`src/rtl/pcs_pkg.sv`:
```
// ---------------------------------------------------------------------------
// pcs_pkg
// Shared constants and helpers for the 10GBASE-R TX scrambler path.
//   SCR_SEED           scrambler state loaded on reset
//   SCR_TAP_A/B        polynomial taps (1 + x^39 + x^58)
//   SYNC_DATA/CTRL     64b/66b sync header codes
//   tx_word_t          payload carried through the output buffer
//   scramble32()       one 32-bit word of scrambling, returns {next_state, word}
//   shift_in32()       advance the state with already-scrambled bits (bypass)
// State convention: bit 0 is the most recent scrambled bit, so s_(k-39) sits
// at index 38 and s_(k-58) at index 57.
// ---------------------------------------------------------------------------
package pcs_pkg;

    localparam int SCR_LEN   = 58;
    localparam int SCR_TAP_A = 39;
    localparam int SCR_TAP_B = 58;

    localparam logic [SCR_LEN-1:0] SCR_SEED = 58'h3FF_FFFF_FFFF_FFFF;

    localparam logic [1:0] SYNC_DATA = 2'b01;
    localparam logic [1:0] SYNC_CTRL = 2'b10;

    typedef struct packed {
        logic        bs;    // first word of a 66b block
        logic [1:0]  hdr;
        logic [31:0] data;
    } tx_word_t;

    // Bits are processed LSB first, matching transmit order.
    function automatic logic [SCR_LEN+31:0] scramble32(input logic [SCR_LEN-1:0] state,
                                                       input logic [31:0]        data);
        logic [SCR_LEN-1:0] st;
        logic [31:0]        word;
        logic               s;
        st   = state;
        word = '0;
        for (int k = 0; k < 32; k++) begin
            s       = data[k] ^ st[SCR_TAP_A-1] ^ st[SCR_TAP_B-1];
            word[k] = s;
            st      = {st[SCR_LEN-2:0], s};
        end
        return {st, word};
    endfunction

    // Treats the word as if it were scrambler output, so a later switch back
    // to scrambling continues from a state a descrambler would also hold.
    function automatic logic [SCR_LEN-1:0] shift_in32(input logic [SCR_LEN-1:0] state,
                                                      input logic [31:0]        word);
        logic [SCR_LEN-1:0] st;
        st = state;
        for (int k = 0; k < 32; k++) begin
            st = {st[SCR_LEN-2:0], word[k]};
        end
        return st;
    endfunction

endpackage

```
`src/rtl/pcs_skid_buffer.sv`:
```
// ---------------------------------------------------------------------------
// pcs_skid_buffer
// Two-entry (main + skid) valid/ready buffer with a registered ready.
//   i_clk, i_reset   clock, synchronous active-high reset
//   i_valid/o_ready  upstream handshake; o_ready is high iff skid is empty
//   i_data           upstream payload
//   o_valid/i_ready  downstream handshake
//   o_data           downstream payload, driven straight from the main entry
// Payload registers are not cleared when they empty, so the output holds its
// last value rather than going to X.
// ---------------------------------------------------------------------------
module pcs_skid_buffer #(
    parameter int WIDTH = 35
) (
    input  logic             i_clk,
    input  logic             i_reset,
    input  logic             i_valid,
    output logic             o_ready,
    input  logic [WIDTH-1:0] i_data,
    output logic             o_valid,
    input  logic             i_ready,
    output logic [WIDTH-1:0] o_data
);

    logic             main_vld_q, main_vld_d;
    logic             skid_vld_q, skid_vld_d;
    logic [WIDTH-1:0] main_q, main_d;
    logic [WIDTH-1:0] skid_q, skid_d;
    logic             rdy_q;
    logic             in_xfer, out_xfer;

    assign in_xfer  = i_valid && rdy_q;
    assign out_xfer = main_vld_q && i_ready;

    always_comb begin
        main_vld_d = main_vld_q;
        skid_vld_d = skid_vld_q;
        main_d     = main_q;
        skid_d     = skid_q;
        if (!main_vld_q || out_xfer) begin
            // Main is free this cycle. A full skid implies ready was low,
            // so no new word can arrive at the same time.
            if (skid_vld_q) begin
                main_d     = skid_q;
                main_vld_d = 1'b1;
                skid_vld_d = 1'b0;
            end else if (in_xfer) begin
                main_d     = i_data;
                main_vld_d = 1'b1;
            end else begin
                main_vld_d = 1'b0;
            end
        end else if (in_xfer) begin
            skid_d     = i_data;
            skid_vld_d = 1'b1;
        end
    end

    always_ff @(posedge i_clk) begin
        if (i_reset) begin
            main_vld_q <= 1'b0;
            skid_vld_q <= 1'b0;
            main_q     <= '0;
            skid_q     <= '0;
            rdy_q      <= 1'b0;
        end else begin
            main_vld_q <= main_vld_d;
            skid_vld_q <= skid_vld_d;
            main_q     <= main_d;
            skid_q     <= skid_d;
            rdy_q      <= !skid_vld_d;
        end
    end

    assign o_ready = rdy_q;
    assign o_valid = main_vld_q;
    assign o_data  = main_q;

endmodule

```
`src/rtl/pcs_tx_scrambler.sv`:
```
// ---------------------------------------------------------------------------
// pcs_tx_scrambler
// 64b/66b self-synchronising scrambler (1 + x^39 + x^58), 10GBASE-R TX.
//   i_clk, i_reset                 clock, synchronous active-high reset
//   i_tx_data/_sync_hdr/_valid     encoded word from the XGMII encoder
//   o_tx_trdy                      registered ready back to the encoder
//   o_tx_data/_sync_hdr/_valid     scrambled word to the gearbox
//   o_tx_block_start               output word is the first of a 66b block
//   i_gbx_trdy                     ready from the gearbox
//   i_scr_bypass                   only with PCS_SCRAMBLER_BYPASS_EN defined:
//                                  pass data through unscrambled
// The header is never scrambled and is forwarded as-is, including the
// illegal codes 00/11. Only DATA_WIDTH = 32 is supported.
// ---------------------------------------------------------------------------
module pcs_tx_scrambler
    import pcs_pkg::*;
#(
    parameter int                    DATA_WIDTH = 32,
    parameter int                    HDR_WIDTH  = 2,
    parameter int                    SCR_WIDTH  = 58,
    parameter logic [SCR_WIDTH-1:0]  SCR_SEED_P = pcs_pkg::SCR_SEED
) (
    input  logic                  i_clk,
    input  logic                  i_reset,
    input  logic [DATA_WIDTH-1:0] i_tx_data,
    input  logic [HDR_WIDTH-1:0]  i_tx_sync_hdr,
    input  logic                  i_tx_data_valid,
    output logic                  o_tx_trdy,
    output logic [DATA_WIDTH-1:0] o_tx_data,
    output logic [HDR_WIDTH-1:0]  o_tx_sync_hdr,
    output logic                  o_tx_data_valid,
    output logic                  o_tx_block_start,
`ifdef PCS_SCRAMBLER_BYPASS_EN
    input  logic                  i_scr_bypass,
`endif
    input  logic                  i_gbx_trdy
);

    logic [SCR_WIDTH-1:0]            scr_q, scr_d, scr_next;
    logic                            phase_q, phase_d;
    logic [SCR_WIDTH+DATA_WIDTH-1:0] scr_res;
    logic [DATA_WIDTH-1:0]           word_out;
    logic                            in_xfer;
    tx_word_t                        in_word, out_word;

    assign in_xfer = i_tx_data_valid && o_tx_trdy;
    assign scr_res = scramble32(scr_q, i_tx_data);

`ifdef PCS_SCRAMBLER_BYPASS_EN
    assign word_out = i_scr_bypass ? i_tx_data : scr_res[DATA_WIDTH-1:0];
    assign scr_next = i_scr_bypass ? shift_in32(scr_q, i_tx_data)
                                   : scr_res[SCR_WIDTH+DATA_WIDTH-1:DATA_WIDTH];
`else
    assign word_out = scr_res[DATA_WIDTH-1:0];
    assign scr_next = scr_res[SCR_WIDTH+DATA_WIDTH-1:DATA_WIDTH];
`endif

    // Scrambler state and word phase move only when a word is accepted.
    always_comb begin
        scr_d   = scr_q;
        phase_d = phase_q;
        if (in_xfer) begin
            scr_d   = scr_next;
            phase_d = ~phase_q;
        end
    end

    always_ff @(posedge i_clk) begin
        if (i_reset) begin
            scr_q   <= SCR_SEED_P;
            phase_q <= 1'b0;
        end else begin
            scr_q   <= scr_d;
            phase_q <= phase_d;
        end
    end

    assign in_word.bs   = ~phase_q;
    assign in_word.hdr  = i_tx_sync_hdr;
    assign in_word.data = word_out;

    pcs_skid_buffer #(
        .WIDTH ($bits(tx_word_t))
    ) u_skid (
        .i_clk   (i_clk),
        .i_reset (i_reset),
        .i_valid (i_tx_data_valid),
        .o_ready (o_tx_trdy),
        .i_data  (in_word),
        .o_valid (o_tx_data_valid),
        .i_ready (i_gbx_trdy),
        .o_data  (out_word)
    );

    assign o_tx_data        = out_word.data;
    assign o_tx_sync_hdr    = out_word.hdr;
    assign o_tx_block_start = out_word.bs;

endmodule

```
`config.mk`:
```
export PLATFORM = sky130hd
export DESIGN_NAME = pcs_tx_scrambler
export DESIGN_NICKNAME = d
export VERILOG_FILES = /design/src/rtl/pcs_pkg.sv /design/src/rtl/pcs_skid_buffer.sv /design/src/rtl/pcs_tx_scrambler.sv
export SDC_FILE = /design/constraint.sdc
export NUM_CORES = 1
export LEC_CHECK = 0
export CAP_MARGIN = 10
export CORE_UTILIZATION = 40
export CTS_CLUSTER_DIAMETER = 40
export CTS_CLUSTER_SIZE = 30
export DETAILED_ROUTE_END_ITERATION = 16
export GPL_TIMING_DRIVEN = 0
export SYNTH_ARGS = -nofsm -noshare
export SYNTH_HDL_FRONTEND = slang
export SYNTH_HIERARCHICAL = 1
export SYNTH_SLANG_ARGS = --single-unit
```
`constraint.sdc`:
```
create_clock -name i_clk -period 2 [get_ports i_clk]
set_clock_uncertainty 0.2 [all_clocks]
set_input_delay 0.4 -clock i_clk [delete_from_list [all_inputs] [get_ports i_clk]]
set_output_delay 0.4 -clock i_clk [all_outputs]
set_load 0.05 [all_outputs]
```
==> results of run 1 <==
## repair_timing
action	4_1_cts	5_1_grt
setup buffers	0	0
pin swaps	0	0
setup endpoints to repair	37	42
gates cloned	0	0
gates resized for setup	39	9
## through the flow
| step | hold WS [ns] | cell area (um2) |
|---|---|---|
| 2_1_floorplan | 0.236 | 6110 |
| 3_3_place_gp | 0.241 | 7080 |
| 3_5_place_dp | 0.248 | 7080 |
| 4_1_cts | 0.256 | 7680 |
| 5_1_grt | 0.276 | 7680 |
| 6_report | 0.256 | 7680 |
## synth_stat cells (all sizes together)
master / n / share of area
dfxtp: 132 / 0.43
a21oi: 73 / 0.060
nand2: 71 / 0.044
a211o: 58 / 0.083
a211oi: 35 / 0.068
mux2i: 35 / 0.057
clkbuf: 33 / 0.020
a21boi: 32 / 0.039
xor3: 32 / 0.12
and3: 26 / 0.027
buf: 25 / 0.032
and2: 2 / 0.0029
nor2: 2 / 0.0012
a21bo: 1 / 0.0016
a21o: 1 / 0.0012
and4b: 1 / 0.0016
inv: 1 / 0.00061
nand2b: 1 / 0.0010
nand3b: 1 / 0.0012
nand4b: 1 / 0.0014
nor3: 1 / 0.00082
## power by group through the flow
| stage | combinational (mW) | clock [mW] | sequential, mW |
|---|---|---|---|
| after detailed placement | 1.39 | 0 | 2.97 |
| after CTS | 1.36 | 3.46 | 2.91 |
| after floorplan | 0.754 | 0 | 3.13 |
| after global placement | 1.37 | 0 | 2.97 |
| final | 1.37 | 3.42 | 2.91 |
| after global routing | 1.45 | 3.58 | 2.93 |
## cell usage in the layout (no fill, tap or decap), drive strengths merged
master	synthesis	routed
and4b	1	1
nand2b	1	1
a211o	58	58
clkbuf	33	51
mux2i	35	35
nor2	2	2
inv	1	1
nand4b	1	1
bufinv	0	5
and2	2	2
nand3b	1	1
dlygate4sd2	0	35
a21bo	1	1
clkinv	0	6
a21o	1	1
clkinvlp	0	2
and3	26	26
a21oi	73	73
nand2	71	71
dfxtp	132	132
a21boi	32	32
a211oi	35	35
clkdlybuf4s50	0	36
xor3	32	32
clkdlybuf4s15	0	2
nor3	1	1
buf	25	25
## state kept, by name (all words and copies together), names as in the netlist
register           count
u_skid/o_ready         1
u_skid/o_data         35
u_skid/skid_vld_q      1
u_skid/skid_q         35
scr_q                 58
phase_q                1
u_skid/o_valid         1
## path summary, 6_finish.rpt
check / from / to / slack, ns / depth (start not counted)
worst max register to register: u_skid/o_ready / scr_q[23] / 0.16 / 4
worst min register to register: u_skid/skid_q[20] / u_skid/skid_q[20] / 0.26 / 2
worst min-delay path: u_skid/skid_q[20] / u_skid/skid_q[20] / 0.26 / 2
worst max-delay path: u_skid/o_valid / o_tx_data_valid / 0.05 / 1
## layout make-up
type / count / area share
buffer: 57 / 0.0417
clock buffer: 19 / 0.0576
clock inverter: 13 / 0.0269
inverter: 1 / 0.000489
multi-input combinational: 373 / 0.410
sequential: 132 / 0.344
tap: 184 / 0.0300
timing repair buffer: 73 / 0.0896
## cell families after synthesis
group | count (synthesis) | synth area share
AND/OR/NAND/NOR | 106 | 0.0808
XOR/XNOR | 32 | 0.124
AO/OA/AOI/OAI | 200 | 0.253
buffers and inverters | 59 | 0.0528
flip-flops | 132 | 0.432
multiplexers | 35 | 0.0573
## per-layer routing
metal / up-vias / wire (um) / GRT usage
met3: 27 / 883 / 0.0586
met4: 0 / 384 / 0.0732
met2: 127 / 8200 / 0.370
met5: - / 0 / 0
met1: 2301 / 7810 / 0.286
li1: 2246 / - / -
==> summary.md, run 1 <==
| Metric | Value |
|---|---|
| DRC Markers | `6` |
| Number of global-route vias before repair | `~4700` |
| Dpl hpwl | `about 13 mm` |
| Failing checks | `DRC` |
| NetSw | `around 2.1 mW` |
| Die Y | `around 130 um` |
| Hold Crit Class | `flip-flop to flip-flop` |
| Clk_lat worst skew | `about 0.43 ns` |
| Total wire length | `between 15 and 20 mm` |
| CTS hold repair buffers | `0` |
| Total power | `around 7.7 mW` |
| Die ar. | `about 0.016 mm2` |
| Max-slew headroom | `0.487` |
| Setup crit end kind | `output pin` |
| Synth cell types | `26` |
| Final setup TNS | `0 ns` |
| Pwr per Cell Area | `around 1000 mW/mm2` |
| Area of the multi-input gates | `roughly 0.0031 mm2` |
| Final setup vio count | `0` |
| CP required | `1.40 ns` |
| Total global-route track usage | `0.224` |
| Flops & latches, synth | `approximately 130` |
| Clock buffer depth | `2` |
| Initial DRC count | `between 200 and 300` |
| Worst Path Arrival | `1.35 ns` |
| Clock power share | `0.444` |
| CTS tree | `done` |
| First-pass GRT wire length | `around 26 mm` |
| Hold Vio Cnt, Final | `0` |
| Netlist Area Pre-Place | `0.00611 mm2` |
| Place WS | `-0.386 ns` |
| Slew @ Worst Pin | `just under 0.8 ns` |
| Initial Utilization | `0.416` |
| Peak VDD IR | `about 0.75 mV` |
| # rows | `44` |
| First-pass DRT Iterations | `10` |
| Int Power | `between 5 and 6 mW` |
| Critical path's slowest cell | `clkdlybuf4s15_1` |
| Fmax | `0.512 GHz` |
| Final worst-path cycle share | `0.976` |
| Placer Congestion | `0.862` |
| Ant diodes | `0` |
| Crit path largest cell delay | `about 0.54 ns` |
| Initial antenna violation count | `0` |
| CTS buffer count | `17` |
| Yosys warns | `6` |
| Routed len/inst | `20.3 um` |
| Cells after Synth | `approximately 560` |
| Routed Antenna Nets | `0` |
| CTS H-tree depth | `4` |
| Fin util | `0.523` |
| Register area | `0.00264 mm2` |
| Vias/cell | `between 5 and 6` |
| Layout cells sized above 1 | `0.141` |
| Max-cap viol count | `0` |
| Final max-slew violation count | `0` |
| Port Buffer Count | `73` |
| Top delay family on crit path | `buffers and inverters` |
| Worst path cell trace | `clkdlybuf4s15_1` |
| Final worst setup slack | `approximately 0.048 ns` |
| Leak | `roughly 3.2 nW` |
| Min cycle time layout | `between 1.5 and 2 ns` |
| # fillers | `1289` |
| Crit start category | `flip-flop` |
| Final net count | `between 600 and 700` |
| Total number of vias | `4701` |
| Finished Layout Cells | `approximately 850` |
| Pin count of the biggest net entering global routing | `17` |
| Syn Area/Cell | `~11 um2` |
| Combinational power share | `0.178` |
| Buf/Inv on CP | `1` |
| Sw frac | `0.271` |
| Worst-path clk slew | `roughly 0.060 ns` |
| I/O Pins | `75` |
| Status | `complete, but fails checks` |
| Post-synthesis sequential area ratio | `0.432` |
| Kind of critical path | `flip-flop to output pin` |
| Cell count after placement | `821` |
| Overall die width | `roughly 130 um` |
| Grt ovf | `0` |
| Unrepaired setup endpoints after global routing | `false` |
| Root Driver | `clkbuf_16` |
| CTS Sinks | `132` |
| Crit path max fanout | `4` |
| Area growth, synth to finish | `25.7%` |
| Core Area | `around 0.015 mm2` |
| Sequential Power Share | `0.378` |
| Syn nets | `about 600` |
No activity file was read; power rests on OpenSTA's default activity.
==> run 2, diff against run 1 <==
REMOVE_ABC_BUFFERS = 1   (was not set)
==> run 2 against run 1 <==
  * The flow still finishes with violations (DRC)
  * Worst setup slack better by 0.035 ns
  * Clock-buffer cell count up 7
  * Non-clock buffer count down 38
  * Power down 9.8%
  * Clock power down 19%
  * Cell area down 1.7%
  * Combinational power down 7%
  * Flip-flop and latch count unchanged
  * Fmax up 1.8%
  * Largest power group is now sequential cells
==> summary.md, run 2 (same netlist as run 1, synthesis figures left out) <==
| Metric | Value |
|---|---|
| Crit path largest cell delay | `0.54 ns (about the same)` |
| Sequential Power Share | `0.416 (+0.038)` |
| CTS H-tree depth | `4 (unchanged)` |
| I/O Pins | `75 (unchanged)` |
| Die Y | `126 um (unchanged)` |
| NetSw | `1.86 mW (-11%)` |
| Max-slew headroom | `0.584 (+0.0970)` |
| Final worst-path cycle share | `0.959 (-0.0175)` |
| Critical R2R Launch | `u_skid/o_valid` |
| Total power | `6.94 mW (-9.8%)` |
| Buf/Inv on CP | `1 (unchanged)` |
| Kind of critical path | `flip-flop to output pin` |
| CTS hold repair buffers | `0 (unchanged)` |
| Max-cap viol count | `0 (unchanged)` |
| Die ar. | `0.0158 mm2 (unchanged)` |
| Final net count | `656 (-5.3%)` |
| Pin count of the biggest net entering global routing | `89 (+72)` |
| Ant diodes | `0 (unchanged)` |
| Layout cells sized above 1 | `0.140 (-0.00104)` |
| CTS buffer count | `17 (unchanged)` |
| Place WS | `-0.968 ns (-0.582 ns)` |
| Setup crit end kind | `output pin` |
| Total number of vias | `4460 (-5.1%)` |
| First-pass DRT Iterations | `11 (+1)` |
| Fin util | `0.514 (-0.00902)` |
| Pwr per Cell Area | `919 mW/mm2 (-8.2%)` |
| Grt ovf | `0 (unchanged)` |
| Final setup TNS | `0 ns (unchanged)` |
| Worst-path clk slew | `0.05 ns (about the same)` |
| Most frequent cells in the layout | `130 x dfxtp_1, 73 x a21oi_1, 70 x nand2_1, 58 x a211o_1` |
| Critical path's slowest cell | `dlygate4sd2_1` |
| Initial DRC count | `278 (+9.4%)` |
| Root Driver | `clkbuf_16` |
| CTS Sinks | `132 (unchanged)` |
| Combinational power share | `0.185 (+0.007)` |
| Slew @ Worst Pin | `0.622 ns (-0.148 ns)` |
| First-pass GRT wire length | `23.6 mm (-11%)` |
| Largest Register | `scr_q` |
| Commonest non-fill, non-tap cell in the layout | `dfxtp_1` |
| Final setup vio count | `0 (unchanged)` |
| Worst Path Arrival | `1.32 ns (-0.03 ns)` |
| Clock buffer depth | `2 (unchanged)` |
| Largest register FFs | `58 (unchanged)` |
| Hold Crit Class | `input pin to flip-flop` |
| Int Power | `5.08 mW (-9.6%)` |
| Failing checks | `DRC` |
| Area growth, synth to finish | `23.5%` |
| Total global-route track usage | `0.194 (-0.0305)` |
| Routed len/inst | `18.0 um (-11%)` |
| Top delay family on crit path | `buffers and inverters` |
| Dpl hpwl | `8.44 mm (-34%)` |
| Hold Startpoint | `i_reset` |
| Hold_ws | `0.179 ns (-0.0767 ns)` |
| Clock power share | `0.399 (-0.045)` |
| Sw frac | `0.269 (-0.00212)` |
| Total wire length | `14.6 mm (-15%)` |
| # rows | `44 (unchanged)` |
| Number of global-route vias before repair | `4417 (-6.8%)` |
| Final worst setup slack | `0.0829 ns (+0.0349 ns)` |
| Routed Antenna Nets | `0 (unchanged)` |
| Worst path cell trace | `dlygate4sd2_1` |
| Status | `complete, but fails checks` |
| Port Buffer Count | `74 (+1.4%)` |
| Crit path max fanout | `2 (-2)` |
| Crit path from | `u_skid/o_data[25]` |
| Final max-slew violation count | `0 (unchanged)` |
| Initial antenna violation count | `0 (unchanged)` |
| Unrepaired setup endpoints after global routing | `false` |
| Core Area | `0.0147 mm2 (unchanged)` |
| Hold Vio Cnt, Final | `0 (unchanged)` |
| Vias/cell | `5.48 (-0.70%)` |
| Fmax | `0.522 GHz (+1.8%)` |
| Min cycle time layout | `1.92 ns (-0.0349 ns)` |
| Initial Utilization | `0.416 (unchanged)` |
| Peak VDD IR | `0.488 mV (-35%)` |
| CTS tree | `done` |
| Crit start category | `flip-flop` |
| CP required | `1.40 ns (about the same)` |
| DRC Markers | `4 (-2)` |
| Overall die width | `126 um (unchanged)` |
| Leak | `3.18 nW (-2.3%)` |
| Clk_lat worst skew | `0.42 ns (about the same)` |
| Placer Congestion | `0.720 (-16%)` |
## run 2: cell types whose count changed in the layout (fill, tap and decap cells not counted), sizes merged
cell and change:
clkbuf -24, clkinv -1, bufinv -5, buf -4, clkinvlp -2, clkdlybuf4s15 -2
clkdlybuf4s50 -1, and2 +1
## run 2: area by class of cell
class	count	area (um2)
clock buffers	26	499
clock inverters	5	25.0
well taps	184	230
multi-input cells	374	3180
inverters	1	3.75
fillers	1323	7150
flip-flops and latches	132	2650
repair buffers	92	966
## run 2: what timing repair did
action                                  4_1_cts  5_1_grt
endpoints found under the setup margin      133       42
resized for setup                            49        2
setup buffers                                 7        4
pin swaps                                     1        0
cloned                                        1        0
## run 2: path summary, 6_finish.rpt
path | slack [ns] | cells past startpoint | end
worst max-delay path | 0.08 | 1 | o_tx_data[25]
worst min-delay path | 0.18 | 2 | u_skid/skid_q[32]
worst max register to register | 0.26 | 4 | u_skid/o_data[24]
worst min register to register | 0.25 | 2 | u_skid/skid_q[15]
## run 2: power by group through the flow
stage	Combinational [mW]	Clock, mW	Sequential (mW)
3_3_place_gp	1.25	0	2.96
6_report	1.28	2.77	2.89
4_1_cts	1.29	2.82	2.90
3_5_place_dp	1.29	0	2.96
2_1_floorplan	0.653	0	3.14
5_1_grt	1.38	2.93	2.91
## run 2: layer usage
layer | share of wire | GRT usage
met5 | 0 | 0
met4 | 0.0060 | 0.0581
met3 | 0.054 | 0.0433
met2 | 0.47 | 0.316
met1 | 0.47 | 0.257
## run 2: metrics by stage
step,instance area [um2],std cells
final,7550,814
after global placement,6770,764
after floorplan,5800,506
after global routing,7550,814
after CTS,7520,810
after detailed placement,6930,771
==> run 3, diff against run 2 <==
DONT_BUFFER_PORTS = 1   (was not set)
==> run 3 against run 2 <==
  * The run ends with DRC, hold timing left
  * Power rose by 0.18%
  * First-iteration DRC count decreased by 4.7%
  * Global-route usage fell by 0.30 points
  * Via count fell by 5.7%
  * Clock-buffer cell count rose by 3
  * Clock power up 8.3%
  * Worst setup slack improved by 0.012 ns
  * Utilization fell by 4.7 points
  * Flip-flop and latch count unchanged
  * Critical endpoint is now u_skid/o_data[19]
==> summary.md, run 3 (same netlist as run 1, synthesis figures left out) <==
| Metric | Value |
|---|---|
| First-pass DRT Iterations | `11 (unchanged)` |
| Die ar. | `0.0158 mm2 (unchanged)` |
| Pwr per Cell Area | `1010 mW/mm2 (+10%)` |
| Overall die width | `126 um (unchanged)` |
| Final net count | `579 (-12%)` |
| Total number of vias | `4208 (-5.7%)` |
| Sequential Power Share | `0.447 (+0.031)` |
| Vias/cell | `5.70 (+4.1%)` |
| NetSw | `1.79 mW (-3.9%)` |
| Final setup vio count | `0 (unchanged)` |
| I/O Pins | `75 (unchanged)` |
| Root Driver | `clkbuf_16` |
| Fmax | `0.525 GHz (+0.62%)` |
| Routed len/inst | `20.2 um (+13%)` |
| Grt ovf | `0 (unchanged)` |
| Slew @ Worst Pin | `0.641 ns (+0.0194 ns)` |
| Clock buffer depth | `2 (unchanged)` |
| CTS tree | `done` |
| CTS H-tree depth | `4 (unchanged)` |
| Worst Path Arrival | `2.04 ns (+0.72 ns)` |
| Setup crit end kind | `flip-flop` |
| Combinational power share | `0.121 (-0.064)` |
| Met3 Resource Use GR | `0.0548 (+0.0115)` |
| Number of global-route vias before repair | `4249 (-3.8%)` |
| Sw frac | `0.258 (-0.0110)` |
| Initial antenna violation count | `0 (unchanged)` |
| Initial DRC count | `265 (-4.7%)` |
| Core Area | `0.0147 mm2 (unchanged)` |
| Int Power | `5.16 mW (+1.7%)` |
| CTS hold repair buffers | `1 (+1)` |
| Cell count after placement | `695 (-9.9%)` |
| Max-cap viol count | `0 (unchanged)` |
| Grt peak-use layer | `met2` |
| GR Layer Usage met2 | `0.321 (+0.00490)` |
| Area post-placement | `0.00613 mm2 (-12%)` |
| Layout cells sized above 1 | `0.146 (+0.00653)` |
| Port Buffer Count | `0 (-100%)` |
| Peak VDD IR | `0.635 mV (+30%)` |
| Clk_lat worst skew | `0.41 ns (about the same)` |
| Largest Register | `scr_q` |
| Leak | `2.75 nW (-13%)` |
| Hold Vio Cnt, Final | `115 (+115)` |
| Min cycle time layout | `1.91 ns (-0.0117 ns)` |
| Most frequent cells in the layout | `129 x dfxtp_1, 73 x a21oi_1, 70 x nand2_1, 58 x a211o_1, 35 x mux2i_1` |
| Largest register FFs | `58 (unchanged)` |
| Finished Layout Cells | `738 (-9.3%)` |
| Final worst setup slack | `0.0946 ns (+0.0117 ns)` |
| Crit start category | `flip-flop` |
| CTS buffer count | `17 (unchanged)` |
| Max-slew headroom | `0.571 (-0.0130)` |
| Commonest non-fill, non-tap cell in the layout | `dfxtp_1` |
| Total wire length | `14.9 mm (+2.0%)` |
| Final Cell Area | `0.00687 mm2 (-9.1%)` |
| Die Y | `126 um (unchanged)` |
| Clock power share | `0.432 (+0.033)` |
| Status | `complete, but fails checks` |
| Pin count of the biggest net entering global routing | `133 (+49%)` |
| Dpl hpwl | `7.87 mm (-6.8%)` |
| First-pass GRT wire length | `23.1 mm (-2.1%)` |
| Final worst-path cycle share | `0.953 (-0.00586)` |
| Placer Congestion | `0.727 (+1.0%)` |
| Kind of critical path | `flip-flop to flip-flop` |
| Unrepaired setup endpoints after global routing | `false` |
| Area growth, synth to finish | `12.3%` |
| Worst-path clk slew | `0.05 ns (about the same)` |
| Hold_ws | `-0.152 ns (-0.331 ns)` |
| CTS Sinks | `132 (unchanged)` |
| Ant diodes | `0 (unchanged)` |
| Place WS | `-0.891 ns (+0.0767 ns)` |
| Final max-slew violation count | `0 (unchanged)` |
| # rows | `44 (unchanged)` |
| Met1 Track Usage GR | `0.236 (-0.0210)` |
| DRC Markers | `4 (unchanged)` |
| Total global-route track usage | `0.191 (-0.00301)` |
| Failing checks | `DRC, hold timing` |
| CP required | `2.13 ns (+0.73 ns)` |
| Initial Utilization | `0.416 (unchanged)` |
| # fillers | `1347 (+1.8%)` |
| Crit path max fanout | `25 (+23)` |
| Routed Antenna Nets | `0 (unchanged)` |
| Hold Crit Class | `input pin to flip-flop` |
run 3: cell type report:
cell class,count,area [um2],share of cell area
Clock inverter,3,40.0,0.00583
Tap cell,184,230,0.0335
Inverter,1,3.75,0.000547
Sequential cell,132,2650,0.386
Timing Repair Buffer,13,210,0.0306
Multi-Input combinational cell,376,3200,0.466
Clock buffer,29,531,0.0773
run 3: worst paths after layout:
| path | startpoint | end | slack, ns | depth (start not counted) |
|---|---|---|---|---|
| max | u_skid/skid_vld_q | u_skid/o_data[19] | 0.09 | 5 |
| min reg2reg | u_skid/skid_q[1] | u_skid/skid_q[1] | 0.25 | 2 |
| min | i_reset | u_skid/o_data[34] | -0.15 | 1 |
| max reg2reg | u_skid/skid_vld_q | u_skid/o_data[19] | 0.09 | 5 |
run 3: stage by stage:
step | TNS, ns | power (mW) | utilization
final | 0 | 6.96 | 0.467
after detailed placement | -44.82 | 3.97 | 0.417
after floorplan | -105.50 | 3.80 | -
after global placement | -291.48 | 3.93 | 0.410
after CTS | 0 | 7.02 | 0.465
after global routing | 0 | 7.24 | 0.467
run 3: metal layers:
metal,vias up,part of all wire
li1,2022,-
met1,2074,0.44
met2,100,0.48
met3,12,0.064
met4,0,0.010
met5,-,0
run 3: critical path, cell delays in order (launching register included):
cell and delay (ns):
dfxtp_4 0.52, buf_12 0.27, a21o_4 0.29, buf_16 0.20, a21oi_1 0.10, a211oi_2 0.22
run 3: power by group through the flow:
stage / registers (mW) / clock network [mW] / logic, mW
after global routing: 3.13 / 3.19 / 0.922
after global placement: 3.18 / 0 / 0.753
final: 3.11 / 3.00 / 0.843
after floorplan: 3.14 / 0 / 0.653
after detailed placement: 3.17 / 0 / 0.801
after CTS: 3.11 / 3.07 / 0.841
run 3: repair_timing:
item,4_1_cts,5_1_grt
endpoints found under the setup margin,74,55
pin swaps,2,1
gates resized for setup,8,1
buffers inserted,4,3
cloned,2,1
endpoints found under the hold margin,132,131
